File: src/rtl/seq_detect_pkg.sv
// Shared definitions for the programmable serial sequence detector.
// Holds the FSM state encoding and the config-length width helper.
package seq_detect_pkg;

   localparam logic [1:0] ST_IDLE  = 2'd0;
   localparam logic [1:0] ST_FILL  = 2'd1;
   localparam logic [1:0] ST_ARMED = 2'd2;

   // Width needed to hold a length value in 0..max_len
   function automatic int unsigned calc_lw(input int unsigned max_len);
      return $clog2(max_len + 1);
   endfunction

endpackage

File: src/rtl/seq_shift_cmp.sv
// History shift register, fill counter and length-masked pattern compare.
// hit/reach describe the history as it would be after shifting in bit_in.
module seq_shift_cmp
   import seq_detect_pkg::*;
#(
   parameter  int unsigned MAX_LEN = 8,
   localparam int unsigned LW      = calc_lw(MAX_LEN)
) (
   input  logic               clk,
   input  logic               rst,
   input  logic               clr,
   input  logic               shift,
   input  logic               bit_in,
   input  logic [MAX_LEN-1:0] pattern,
   input  logic [LW-1:0]      len,
   output logic               hit,
   output logic               reach
);

   logic [MAX_LEN-1:0] hist;
   logic [MAX_LEN-1:0] next_hist;
   logic [LW-1:0]      fill;
   logic [LW:0]        fill_inc;
   logic               mism;

   always_comb begin
      next_hist = MAX_LEN'({hist, bit_in});
      fill_inc  = {1'b0, fill} + (LW+1)'(1);
      reach     = fill_inc >= {1'b0, len};
      mism      = 1'b0;
      // Only the low len bits take part in the compare
      for (int unsigned i = 0; i < MAX_LEN; i++) begin
         if (i < 32'(len)) begin
            mism = mism | (next_hist[i] ^ pattern[i]);
         end
      end
      hit = !mism && reach;
   end

   // clr outranks a same-cycle shift
   always_ff @(posedge clk) begin
      if (rst) begin
         hist <= '0;
         fill <= '0;
      end else if (clr) begin
         hist <= '0;
         fill <= '0;
      end else if (shift) begin
         hist <= next_hist;
         if (fill != LW'(MAX_LEN)) begin
            fill <= fill + LW'(1);
         end
      end
   end

endmodule

File: src/rtl/seq_detect_prog.sv
// Runtime-programmable serial sequence detector with one-cycle match pulse
// and a saturating match counter.
module seq_detect_prog
   import seq_detect_pkg::*;
#(
   parameter  int unsigned MAX_LEN   = 8,
   parameter  int unsigned CNT_WIDTH = 8,
   localparam int unsigned LW        = calc_lw(MAX_LEN)
) (
   input  logic                 clk,
   input  logic                 rst,
   input  logic                 cfg_load,
   input  logic [MAX_LEN-1:0]   cfg_pattern,
   input  logic [LW-1:0]        cfg_len,
   input  logic                 cfg_overlap,
   input  logic                 en,
   input  logic                 bit_vld,
   input  logic                 bit_in,
   input  logic                 cnt_clr,
   output logic                 match,
   output logic [CNT_WIDTH-1:0] match_cnt,
   output logic                 armed,
   output logic                 cfg_err
);

   logic [1:0]         state;
   logic [1:0]         state_nxt;
   logic [MAX_LEN-1:0] pattern_q;
   logic [LW-1:0]      len_q;
   logic               overlap_q;
   logic               cfg_ok;
   logic               accept;
   logic               hist_clr;
   logic               match_nxt;
   logic               cfg_err_nxt;
   logic               hit;
   logic               reach;

   seq_shift_cmp #(
      .MAX_LEN (MAX_LEN)
   ) u_shift_cmp (
      .clk     (clk),
      .rst     (rst),
      .clr     (hist_clr),
      .shift   (accept),
      .bit_in  (bit_in),
      .pattern (pattern_q),
      .len     (len_q),
      .hit     (hit),
      .reach   (reach)
   );

   always_ff @(posedge clk) begin
      if (rst) begin
         state <= ST_IDLE;
      end else begin
         state <= state_nxt;
      end
   end

   // Next state, history clear and registered-output next values
   always_comb begin
      state_nxt   = state;
      match_nxt   = 1'b0;
      hist_clr    = 1'b0;
      cfg_err_nxt = cfg_err;
      cfg_ok      = (cfg_len != '0) && (32'(cfg_len) <= MAX_LEN);
      accept      = en && bit_vld && !cfg_load && (state != ST_IDLE);

      if (cfg_load) begin
         hist_clr    = 1'b1;
         cfg_err_nxt = !cfg_ok;
         state_nxt   = cfg_ok ? ST_FILL : ST_IDLE;
      end else if (accept) begin
         match_nxt = hit;
         case (state)
            ST_FILL, ST_ARMED: begin
               if (hit && !overlap_q) begin
                  // Non-overlapping: restart collection; a 1-bit pattern never needs refill
                  hist_clr  = 1'b1;
                  state_nxt = (len_q == LW'(1)) ? ST_ARMED : ST_FILL;
               end else if (reach) begin
                  state_nxt = ST_ARMED;
               end
            end
            default: state_nxt = ST_IDLE;
         endcase
      end
   end

   always_ff @(posedge clk) begin
      if (rst) begin
         pattern_q <= '0;
         len_q     <= '0;
         overlap_q <= 1'b0;
         match     <= 1'b0;
         match_cnt <= '0;
         armed     <= 1'b0;
         cfg_err   <= 1'b0;
      end else begin
         if (cfg_load && cfg_ok) begin
            pattern_q <= cfg_pattern;
            len_q     <= cfg_len;
            overlap_q <= cfg_overlap;
         end
         match   <= match_nxt;
         armed   <= (state_nxt == ST_ARMED);
         cfg_err <= cfg_err_nxt;
         // Clear outranks a same-cycle increment; count saturates
         if (cnt_clr) begin
            match_cnt <= '0;
         end else if (match_nxt && (match_cnt != '1)) begin
            match_cnt <= match_cnt + CNT_WIDTH'(1);
         end
      end
   end

endmodule

File: config.mk
export PLATFORM = sky130hd
export DESIGN_NAME = seq_detect_prog
export DESIGN_NICKNAME = d
export VERILOG_FILES = /design/src/rtl/seq_detect_pkg.sv /design/src/rtl/seq_shift_cmp.sv /design/src/rtl/seq_detect_prog.sv
export SDC_FILE = /design/constraint.sdc
export NUM_CORES = 1
export LEC_CHECK = 0
export ABC_AREA = 1
export BUFFER_PORTS_ARGS = -buffer_cell sky130_fd_sc_hd__buf_2
export CELL_PAD_IN_SITES_DETAIL_PLACEMENT = 2
export CELL_PAD_IN_SITES_GLOBAL_PLACEMENT = 2
export CORE_MARGIN = 3
export CORE_UTILIZATION = 35
export CTS_BUF_LIST = sky130_fd_sc_hd__clkbuf_4 sky130_fd_sc_hd__clkbuf_8
export CTS_CLUSTER_SIZE = 25
export DETAILED_ROUTE_END_ITERATION = 16
export PLACE_DENSITY = 0.89
export SKIP_CTS_REPAIR_TIMING = 1
export SYNTH_ARGS = -nofsm -noshare
export SYNTH_HDL_FRONTEND = slang
export SYNTH_HIERARCHICAL = 1
export SYNTH_SLANG_ARGS = --single-unit
File: constraint.sdc
create_clock -name clk -period 4.6 [get_ports clk]
set_input_delay 0.92 -clock clk [delete_from_list [all_inputs] [get_ports clk]]
set_output_delay 0.92 -clock clk [all_outputs]
set_load 0.005 [all_outputs]
# [After elaboration in Yosys (flattened, before gate mapping)]
# Cells that the tools add are included.
[totals] register_bits=37 inputBits=20
[op_classes] addsub=3 order_cmp=10 n_eq_ne=6 n_mux=21 bitwise_logic=15 n_reduce_logical=18
[ops] op="3-bit by 4-bit < comparator with 1-bit output (first input constant)" count=4
[ops] op="1-bit 2-to-1 mux" count=15
[ops] op="2-bit 2-to-1 mux" count=6
[ops] op="8-bit by 1-bit adder with 8-bit output (second input constant)" count=1
[ops] op="1-bit logical AND" count=8
[ops] op="1-bit by 4-bit < comparator with 1-bit output (first input constant)" count=2
[ops] op="2-bit by 4-bit < comparator with 1-bit output (first input constant)" count=2
[ops] op="8-bit != test (second input constant)" count=1
[ops] op="1-bit XOR" count=8
[ops] op="1-bit bitwise OR" count=7
[ops] op="2-bit OR reduction" count=3
[ops] op="4-bit by 1-bit adder with 5-bit output (second input constant)" count=1
[ops] op="5-bit by 4-bit >= comparator with 1-bit output" count=1
[ops] op="4-bit by 1-bit adder with 4-bit output (second input constant)" count=1
[ops] op="2-bit == test (second input constant)" count=2
[ops] op="4-bit by 1-bit == test with 1-bit output (second input constant)" count=1
[ops] op="4-bit <= comparator (second input constant)" count=1
[ops] op="1-bit logical NOT" count=4
[ops] op="4-bit != test (second input constant)" count=1
[ops] op="4-bit nonzero test" count=1
[ops] op="2-bit by 1-bit == test with 1-bit output (second input constant)" count=1
[ops] op="2-bit AND reduction" count=1
[ops] op="2-bit nonzero test" count=1

# [Depth between registers and ports, before layout]
# Gate-level depths: netlist (run 1).
[depth] word_depth=24 depth_mapped=18 depth_no_buf=18

# [By module]
# The synthesis (run 1) kept the hierarchy.
[modules_own_cells] mod="seq_detect_prog" n_inst=1 cells_each=175 area_per_inst_um2=1237.4
[modules_own_cells] mod="seq_shift_cmp" n_inst=1 cells_each=123 area_per_inst_um2=797.0

# [Least setup slack after synthesis (run 1)]
# Ideal clock, no wire load.
[synth_path] kind="register -> register" start="reg u_shift_cmp.fill[0]" end="reg u_shift_cmp.fill[2]" t_arrival_ns=2.112 required_time_ns=4.521 slack_ns=2.408 stages_incl_launch_ff=14 n_path_buf=0 period_less_slack_ns=2.192 cell_sequence="dfxtp_1 ha_1 xor2_1 ha_1 a21o_1 nand3_1 nand3b_1 nor2_2 nor2_2 nand2_1 o21ai_0 nor2_2 inv_1 a211oi_2"
[synth_between] elab_chain_len=9 word_cells_on_any_way=12 cone_classes="2 x add/sub; 1 x order compare; 1 x eq/ne; 4 x mux; 4 x reduce/logical"
[synth_lines] item="start, declared" line_no="seq_shift_cmp.sv:22" text="logic [LW-1:0] fill;"
[synth_lines] item="start signal, assigned" line_no="seq_shift_cmp.sv:51" text="fill <= fill + LW'(1);"
[synth_lines] item="4-bit by 1-bit adder with 5-bit output" line_no="seq_shift_cmp.sv:28" text="fill_inc = {1'b0, fill} + (LW+1)'(1);"
[synth_lines] item="net u_shift_cmp.fill_inc[2]" line_no="seq_shift_cmp.sv:23" text="logic [LW:0] fill_inc;"
[synth_lines] item="5-bit by 4-bit >= comparator with 1-bit output" line_no="seq_shift_cmp.sv:29" text="reach = fill_inc >= {1'b0, len};"
[synth_lines] item="1-bit logical AND" line_no="seq_shift_cmp.sv:37" text="hit = !mism && reach;"
[synth_lines] item="net hit" line_no="seq_detect_prog.sv:36" text="logic hit;"
[synth_lines] item="1-bit logical AND" line_no="seq_detect_prog.sv:78" text="if (hit && !overlap_q) begin"
[synth_lines] item="1-bit 2-to-1 mux" line_no="seq_detect_prog.sv:78"
[synth_lines] item="1-bit 2-to-1 mux" line_no="seq_detect_prog.sv:76" text="case (state)"
[synth_lines] item="1-bit 2-to-1 mux" line_no="seq_detect_prog.sv:74" text="end else if (accept) begin"
[synth_lines] item="1-bit 2-to-1 mux" line_no="seq_detect_prog.sv:70" text="if (cfg_load) begin"
[synth_lines] item="net hist_clr" line_no="seq_detect_prog.sv:33" text="logic hist_clr;"
[synth_lines] item="2-bit OR reduction (no source line)"
# The timed path passes the listed nets, and every way through them passes these cells.
# A chain may end at the register's enable or synchronous reset.

# [Worst setup path in the final report (run 1)]
# Ends and elaborated chain as after synthesis.

==> impl_metrics.csv, run 1 <==
group,metric,value,unit
run_status,status,"completed",
clock_network,htreeDepth,2,
clock_network,cts_buffers,5,
logic_synthesis,synth_top_family_by_area,"simple AND/OR/NAND/NOR gates",
logic_synthesis,ys_types,31,
global_routing,grt_max_degree,17,
setup_path,cp-start-kind,"flop",
setup_path,slowest_delay,0.40,ns
clock_network,cts.path.max_buffers,2,
drt,drtIter0Drc,72,
setup_path,ff2ff_path_depth,13,
drt,wl_met1,2875,µm
logic_synthesis,synth-seq-cells,37,
floorplan,start_util,0.3650,
timing,finClkSkew,0.003835,ns
timing,fin_crit_sh,0.5944,
drt,drc,0,
drt,top_layer,"met4",
setup_path,critPathTopFamily,"simple AND/OR/NAND/NOR gates",
logic_synthesis,postSynthAreaPerCell,6.827,µm²
place,gp_congestion,0.8649,
logic_synthesis,syn_area,2034,µm²
timing,setup_violations,0,
global_routing,grt_pass1_vias,2141,
cells_and_area,diodes,0,
drt,vias,2012,
cells_and_area,multi_input_area,1091,µm²
flow_run,drv_cap,0,
logic_synthesis,yosysTopAreaCellShare,0.3641,
logic_synthesis,synthTopCellsByArea,"dfxtp_1, nand2_1, inv_1",
setup_path,cp_max_fo,8,
drt,drt_pre_antenna_iters,4,
power,p_leak,1.074,nW
cells_and_area,area_delta_synth_final,14.94,%
clock_network,path_clk_slew,0.08,ns
timing,report.final.slew_viol_count,0,
floorplan,coreArea,5574,µm²
timing,tns,0,ns
setup_path,crit_top_cell,"nor2_2",
timing,slew_headroom,0.5453,
worst_hold_path,worstHoldStart,"overlap_q$_SDFFE_PP0P_",
timing,period_minus_slack,2.734,ns
logic_synthesis,synth-simple-area-share,0.3247,
drt,avgRoutedWirePerCell,15.29,µm
logic_synthesis,yosys.area.top_type,"dfxtp_1",
place,numPortBuffers,30,
power,vdd_ir_drop_max,0.0001066,V
logic_synthesis,synthXorXnorAreaFrac,0.03444,
cells_and_area,ff_latch_area,740.7,µm²
cells_and_area,layout.nets,359,
setup_path,crit_arrival,2.95,ns
drt,viasPerCell,4.980,
worst_hold_path,whs_path_depth,2,
setup_path,r2r_end,"u_shift_cmp/fill[2]$_SDFFE_PP0P_",
floorplan,die_h,82.24,µm
setup_path,cp_num_buf_inv,1,
clock_network,insertion_delay,0.29,ns
logic_synthesis,synth_compound_area_frac,0.1279,
worst_hold_path,min_to,"overlap_q$_SDFFE_PP0P_",
global_routing,grt_pass1_wl,10630,µm
place,hpwl,4560,µm
cells_and_area,fill_cells,701,
worst_hold_path,hold_class,"reg -> reg",
logic_synthesis,yosys_warnings,6,
drt,route.met3.wl,192,µm
setup_path,worstSetupEndpointType,"flop",
floorplan,dieArea,6763,µm²
logic_synthesis,ys_seq_area_frac,0.3641,
timing,grt_setup_unrepaired,"false",
drt,ant_nets,0,
timing,finalHoldViolCount,0,
drt,dr_wl_met2,3001,µm
setup_path,required,4.81,ns
global_routing,antenna_found_initial,0,
drt,finalWirelength,6177,µm
cells_and_area,stdcell_area,2338,µm²
setup_path,crit_type,"reg -> reg",
place,place_area,2247,µm²
floorplan,ios,31,
timing,max_slew.worst_pin.slew,0.6813,ns
floorplan,die_w,82.24,µm
cells_and_area,drive_gt1_frac,0.1898,
floorplan,num_rows,27,
setup_path,cp_slowest_cell,"dfxtp_1",
logic_synthesis,syn_nets,326,
clock_network,cts_tree,"built",
clock_network,cts_root_buffer,"clkbuf_8",
logic_synthesis,synthCells,298,
setup_path,crit_chain,"ha_1, xor2_1, ha_1, a21o_1, nand3_1, nand3b_1, nor2_2, nor2_2, nand2_1, o21ai_0, nor2_2, inv_1, a211oi_2",
logic_synthesis,synth.mux.area_fraction,0,
clock_network,clock_sinks,37,
logic_synthesis,synth_adder_area_share,0.04920,
global_routing,grt-ovfl-total,0,
setup_path,r2r_start,"u_shift_cmp/fill[0]$_SDFFE_PP0P_",
setup_path,r2r_setup_slack,1.87,ns
power,p_per_area,281.5,nW/µm²
timing,max_freq,365.8,MHz
global_routing,track_usage,0.2071,
synthesized netlist by cell type:
master     n
o21ai_1    7
nand3_2    1
ha_1       8
a21oi_1   29
nor2_4     2
nor3_1     1
nand2_4    1
nand3_1   10
o21ai_0    6
nand2_2    3
inv_4      1
nor2_1    18
clkbuf_1   1
a21oi_2    1
nor2_2     9
buf_6      1
xor2_1     6
inv_2      4
buf_4      1
nand2_1   93
nand3_4    1
xnor2_1    2
a211oi_2   1
a31oi_1    2
inv_1     41
nand3b_1   2
o21ai_2    1
buf_2      1
dfxtp_1   37
nand4_1    6
a21o_1     1
how the worst max path moves through the flow:
stage,depth (start not counted),start,to
2_1_floorplan,13,u_shift_cmp/fill[0]$_SDFFE_PP0P_,u_shift_cmp/fill[2]$_SDFFE_PP0P_
3_3_place_gp,14,u_shift_cmp/fill[0]$_SDFFE_PP0P_,u_shift_cmp/fill[2]$_SDFFE_PP0P_
3_5_place_dp,13,u_shift_cmp/fill[0]$_SDFFE_PP0P_,u_shift_cmp/fill[2]$_SDFFE_PP0P_
4_1_cts,14,u_shift_cmp/fill[1]$_SDFFE_PP0P_,u_shift_cmp/fill[2]$_SDFFE_PP0P_
5_1_grt,14,u_shift_cmp/fill[1]$_SDFFE_PP0P_,u_shift_cmp/fill[2]$_SDFFE_PP0P_
6_report,13,u_shift_cmp/fill[0]$_SDFFE_PP0P_,u_shift_cmp/fill[2]$_SDFFE_PP0P_
worst reg2reg max path, delay by kind of cell (launching register included):
kind	cells	cell delay [ns]
AOI/OAI and AO/OA	3	0.50
xor gates and xnor gates	1	0.25
adders and majority gates	2	0.57
buffers and inverters	1	0.17
DFF	1	0.40
and+or+nand+nor	6	0.76
flip-flops by register name (all words and copies together) (netlist names):
signal / flops
state: 2
pattern_q: 8
armed: 1
len_q: 4
u_shift_cmp/fill: 4
cfg_err: 1
u_shift_cmp/hist: 7
match_cnt: 8
match: 1
overlap_q: 1
metal layers:
metal | vias to the layer above | global-route usage
met3 | 13 | 0.04013
met5 | - | 0
met1 | 964 | 0.2619
met2 | 31 | 0.3518
li1 | 1004 | -
met4 | 0 | 0.06645
cell usage in the layout (no fill, tap or decap), types with 2 or more instances in the layout:
| cell type | count |
|---|---|
| nand2_1 | 93 |
| inv_1 | 41 |
| dfxtp_1 | 37 |
| buf_2 | 30 |
| a21oi_1 | 29 |
| nor2_1 | 18 |
| nand3_1 | 10 |
| nor2_2 | 9 |
| ha_1 | 8 |
| o21ai_1 | 7 |
| o21ai_0 | 6 |
| nand4_1 | 6 |
| xor2_1 | 6 |
| clkbuf_8 | 5 |
| inv_2 | 4 |
| nand2_2 | 3 |
| clkbuf_4 | 3 |
| nor2_4 | 2 |
| nand3b_1 | 2 |
| xnor2_1 | 2 |
| a31oi_1 | 2 |
cell families (layout without fill, tap and decap cells):
| kind of cell | after synthesis | in the layout |
|---|---|---|
| AND/OR/NAND/NOR | 147 | 147 |
| flip-flops | 37 | 37 |
| adder cells (fa/ha/maj) | 8 | 8 |
| AO/OA/AOI/OAI | 48 | 48 |
| buffers and inverters | 50 | 84 |
| XOR/XNOR | 8 | 8 |
metrics by stage:
stage | cells | hold WS (ns) | setup slack [ns] | utilization | power, W
6_report | 404 | 0.4705 | 1.866 | 0.4195 | 0.0006582
5_1_grt | 404 | 0.5040 | 1.582 | 0.4195 | 0.0007000
4_1_cts | 404 | 0.4743 | 1.851 | 0.4195 | 0.0006671
3_5_place_dp | 396 | 0.4624 | 1.929 | 0.4031 | 0.0004217
3_3_place_gp | 396 | 0.4559 | 2.126 | 0.4031 | 0.0004168
2_1_floorplan | 298 | 0.4390 | 2.408 | - | 0.0003949
layout make-up:
type | instances | share of cell area
timing repair buffer | 30 | 0.06421
multi-input combinational | 211 | 0.4666
inverter | 46 | 0.07491
tap | 72 | 0.03852
clock buffer | 8 | 0.03906
sequential | 37 | 0.3167
where the power goes:
group | internal [W] | leakage (nW) | total (W) | switching (W)
logic | 0.0000283 | 0.724 | 0.0000794 | 0.0000511
registers | 0.000328 | 0.300 | 0.000335 | 0.00000761
clock network | 0.000126 | 0.0498 | 0.000243 | 0.000118
Power figures use the tool's default switching activity.
==> run 2: changes to the inputs <==
--- a/config.mk
+++ b/config.mk
@@ -10,11 +10,11 @@
 export CELL_PAD_IN_SITES_DETAIL_PLACEMENT = 2
 export CELL_PAD_IN_SITES_GLOBAL_PLACEMENT = 2
 export CORE_MARGIN = 3
-export CORE_UTILIZATION = 35
+export CORE_UTILIZATION = 29
 export CTS_BUF_LIST = sky130_fd_sc_hd__clkbuf_4 sky130_fd_sc_hd__clkbuf_8
 export CTS_CLUSTER_SIZE = 25
 export DETAILED_ROUTE_END_ITERATION = 16
-export PLACE_DENSITY = 0.89
+export PLACE_DENSITY = 0.79
 export SKIP_CTS_REPAIR_TIMING = 1
 export SYNTH_ARGS = -nofsm -noshare
 export SYNTH_HDL_FRONTEND = slang
==> constraint.sdc (replaced) <==
create_clock -name clk -period 2.45 [get_ports clk]
set_input_delay 0.49 -clock clk [delete_from_list [all_inputs] [get_ports clk]]
set_output_delay 0.49 -clock clk [all_outputs]
set_load 0.005 [all_outputs]
==> run 2 against run 1 <==
Net effect:
- the run now ends with setup timing left
- total power increased by 91%
- non-clock buffer count increased by 10
- sequential power increased by 87%
- worst hold slack got worse by 0.026 ns
- first-iteration DRC count decreased by 29%
- maximum frequency increased by 8.5%
- final cell count increased by 7.7%
- routed wire length increased by 7.9%
- register-to-register slack got worse by 1.9 ns
- die area increased by 19%
- clock power increased by 89%
- sequential share of layout area decreased by 2.1 points
- critical endpoint unchanged
- largest power group unchanged
==> impl_metrics.csv, run 2 (synthesis gave the netlist of run 1 again) <==
group,metric,value,unit
place,gp_congestion,0.8278,
clock_network,cts.path.max_buffers,2,
setup_path,slowest_delay,0.37,ns
global_routing,grt_max_degree,17,
floorplan,num_rows,29,
timing,finClkSkew,0.003452,ns
worst_hold_path,worstHoldStart,"cfg_pattern[2]",
timing,setup_violations,3,
cells_and_area,stdcell_area,2535,µm²
setup_path,worstSetupEndpointType,"flop",
floorplan,die_h,89.76,µm
clock_network,cts_root_buffer,"clkbuf_8",
place,hpwl,4568,µm
clock_network,insertion_delay,0.29,ns
timing,max_slew.worst_pin.slew,0.5482,ns
worst_hold_path,whs_path_depth,3,
cells_and_area,reg_top3,"match_cnt (8), pattern_q (8), u_shift_cmp/hist (7)",
flow_run,drv_cap,0,
worst_hold_path,hold_class,"in -> reg",
cells_and_area,final_util,0.3860,
timing,fin_crit_sh,1.028,
timing,max_freq,397.0,MHz
setup_path,crit_chain,"ha_2, xor2_2, ha_4, nand2_1, inv_1, nand4_1, nand3b_1, nor2_2, nor2_2, nand2_2, o21ai_2, nor2_2, buf_4, inv_2, a211oi_2",
setup_path,required,2.65,ns
setup_path,r2r_setup_slack,-0.07,ns
drt,ant_nets,0,
cells_and_area,area_delta_synth_final,24.60,%
cells_and_area,fill_cells,793,
run_status,status,"complete, but fails checks",
drt,vias,2069,
floorplan,dieArea,8056,µm²
global_routing,track_usage,0.1575,
floorplan,ios,31,
setup_path,crit_arrival,2.72,ns
setup_path,r2r_end,"u_shift_cmp/fill[2]$_SDFFE_PP0P_",
setup_path,ff2ff_path_depth,15,
clock_network,path_clk_slew,0.08,ns
setup_path,crit_type,"reg -> reg",
timing,slew_headroom,0.6341,
run_status,failed_checks,"setup timing",
place,dp.cells,420,
drt,avgRoutedWirePerCell,15.31,µm
place,numPortBuffers,30,
timing,report.final.slew_viol_count,0,
power,p_per_area,496.3,nW/µm²
drt,viasPerCell,4.756,
cells_and_area,drive_gt1_frac,0.2632,
global_routing,grt_pass1_wl,10430,µm
worst_hold_path,min_to,"pattern_q[2]$_SDFFE_PP0P_",
cells_and_area,final_common_cell,"nand2_1",
drt,drt_pre_antenna_iters,4,
timing,finalHoldViolCount,0,
place,place_area,2296,µm²
setup_path,cp_max_fo,8,
clock_network,clock_sinks,37,
drt,finalWirelength,6662,µm
setup_path,r2r_start,"u_shift_cmp/fill[0]$_SDFFE_PP0P_",
drt,drtIter0Drc,51,
cells_and_area,diodes,0,
cells_and_area,final_cell_mix,"nand2_1, inv_1, dfxtp_1",
global_routing,grt_pass1_vias,2147,
power,vdd_ir_drop_max,0.0002840,V
setup_path,crit_top_cell,"nor2_2",
timing,period_minus_slack,2.519,ns
cells_and_area,multi_input_area,1177,µm²
global_routing,antenna_found_initial,0,
cells_and_area,stdcell_count,435,
setup_path,cp_slowest_cell,"dfxtp_4",
clock_network,htreeDepth,2,
cells_and_area,layout.nets,369,
power,p_leak,1.126,nW
global_routing,grt-ovfl-total,0,
floorplan,coreArea,6568,µm²
floorplan,die_w,89.76,µm
drt,drc,0,
clock_network,cts_buffers,5,
setup_path,cp-start-kind,"flop",
timing,layout_setup_ws,-0.06896,ns
cells_and_area,ff_latch_area,749.5,µm²
floorplan,start_util,0.3098,
clock_network,cts_tree,"built",
run 2: critical path, delay by kind of cell (launching register included):
| kind | cells | cell delay, ns |
|---|---|---|
| buffers and inverters | 3 | 0.30 |
| and+or+nand+nor | 7 | 0.65 |
| xor gates and xnor gates | 1 | 0.27 |
| AOI/OAI and AO/OA | 2 | 0.30 |
| adders and majority gates | 2 | 0.51 |
| DFF | 1 | 0.37 |
run 2: final cells by class:
type                    count  share of cell area
clock buffers               8             0.03603
repair buffers             40             0.08885
inverters                  46             0.06910
well taps                  93             0.04590
multi-input cells         211              0.4645
flip-flops and latches     37              0.2957
run 2: worst max-delay path by stage:
stage | from | endpoint
finish | u_shift_cmp/fill[0]$_SDFFE_PP0P_ | u_shift_cmp/fill[2]$_SDFFE_PP0P_
global route | u_shift_cmp/fill[0]$_SDFFE_PP0P_ | u_shift_cmp/fill[2]$_SDFFE_PP0P_
CTS | u_shift_cmp/fill[0]$_SDFFE_PP0P_ | u_shift_cmp/fill[2]$_SDFFE_PP0P_
detailed placement | u_shift_cmp/fill[0]$_SDFFE_PP0P_ | u_shift_cmp/fill[2]$_SDFFE_PP0P_
global placement | u_shift_cmp/fill[0]$_SDFFE_PP0P_ | u_shift_cmp/fill[2]$_SDFFE_PP0P_
floorplan | u_shift_cmp/fill[0]$_SDFFE_PP0P_ | u_shift_cmp/fill[2]$_SDFFE_PP0P_
run 2: layer usage:
metal | wire [µm] | global-route usage | up-vias
met2 | 3303 | 0.2644 | 33
met4 | 145 | 0.06513 | 0
li1 | - | - | 1026
met1 | 3005 | 0.1952 | 996
met3 | 208 | 0.03422 | 14
met5 | 0 | 0 | -
run 2: stage by stage:
stage	setup slack, ns	setup TNS [ns]	hold slack [ns]	power (W)
6_report	-0.06896	-0.09525	0.4440	0.001258
2_1_floorplan	0.2583	0	0.4390	0.0007414
3_5_place_dp	-0.1889	-1.140	0.4571	0.0007938
3_3_place_gp	-0.004752	-0.004752	0.4565	0.0007855
5_1_grt	-0.2070	-1.919	0.4458	0.001328
4_1_cts	-0.2121	-1.449	0.4379	0.001257
run 2: report_power, final:
part | switching, W | leakage (nW) | total [W] | internal (W)
Sequential | 0.0000131 | 0.302 | 0.000627 | 0.000613
Combinational | 0.000107 | 0.774 | 0.000172 | 0.0000646
Clock | 0.000224 | 0.0498 | 0.000460 | 0.000236
Total | 0.000344 | 1.13 | 0.00126 | 0.000914
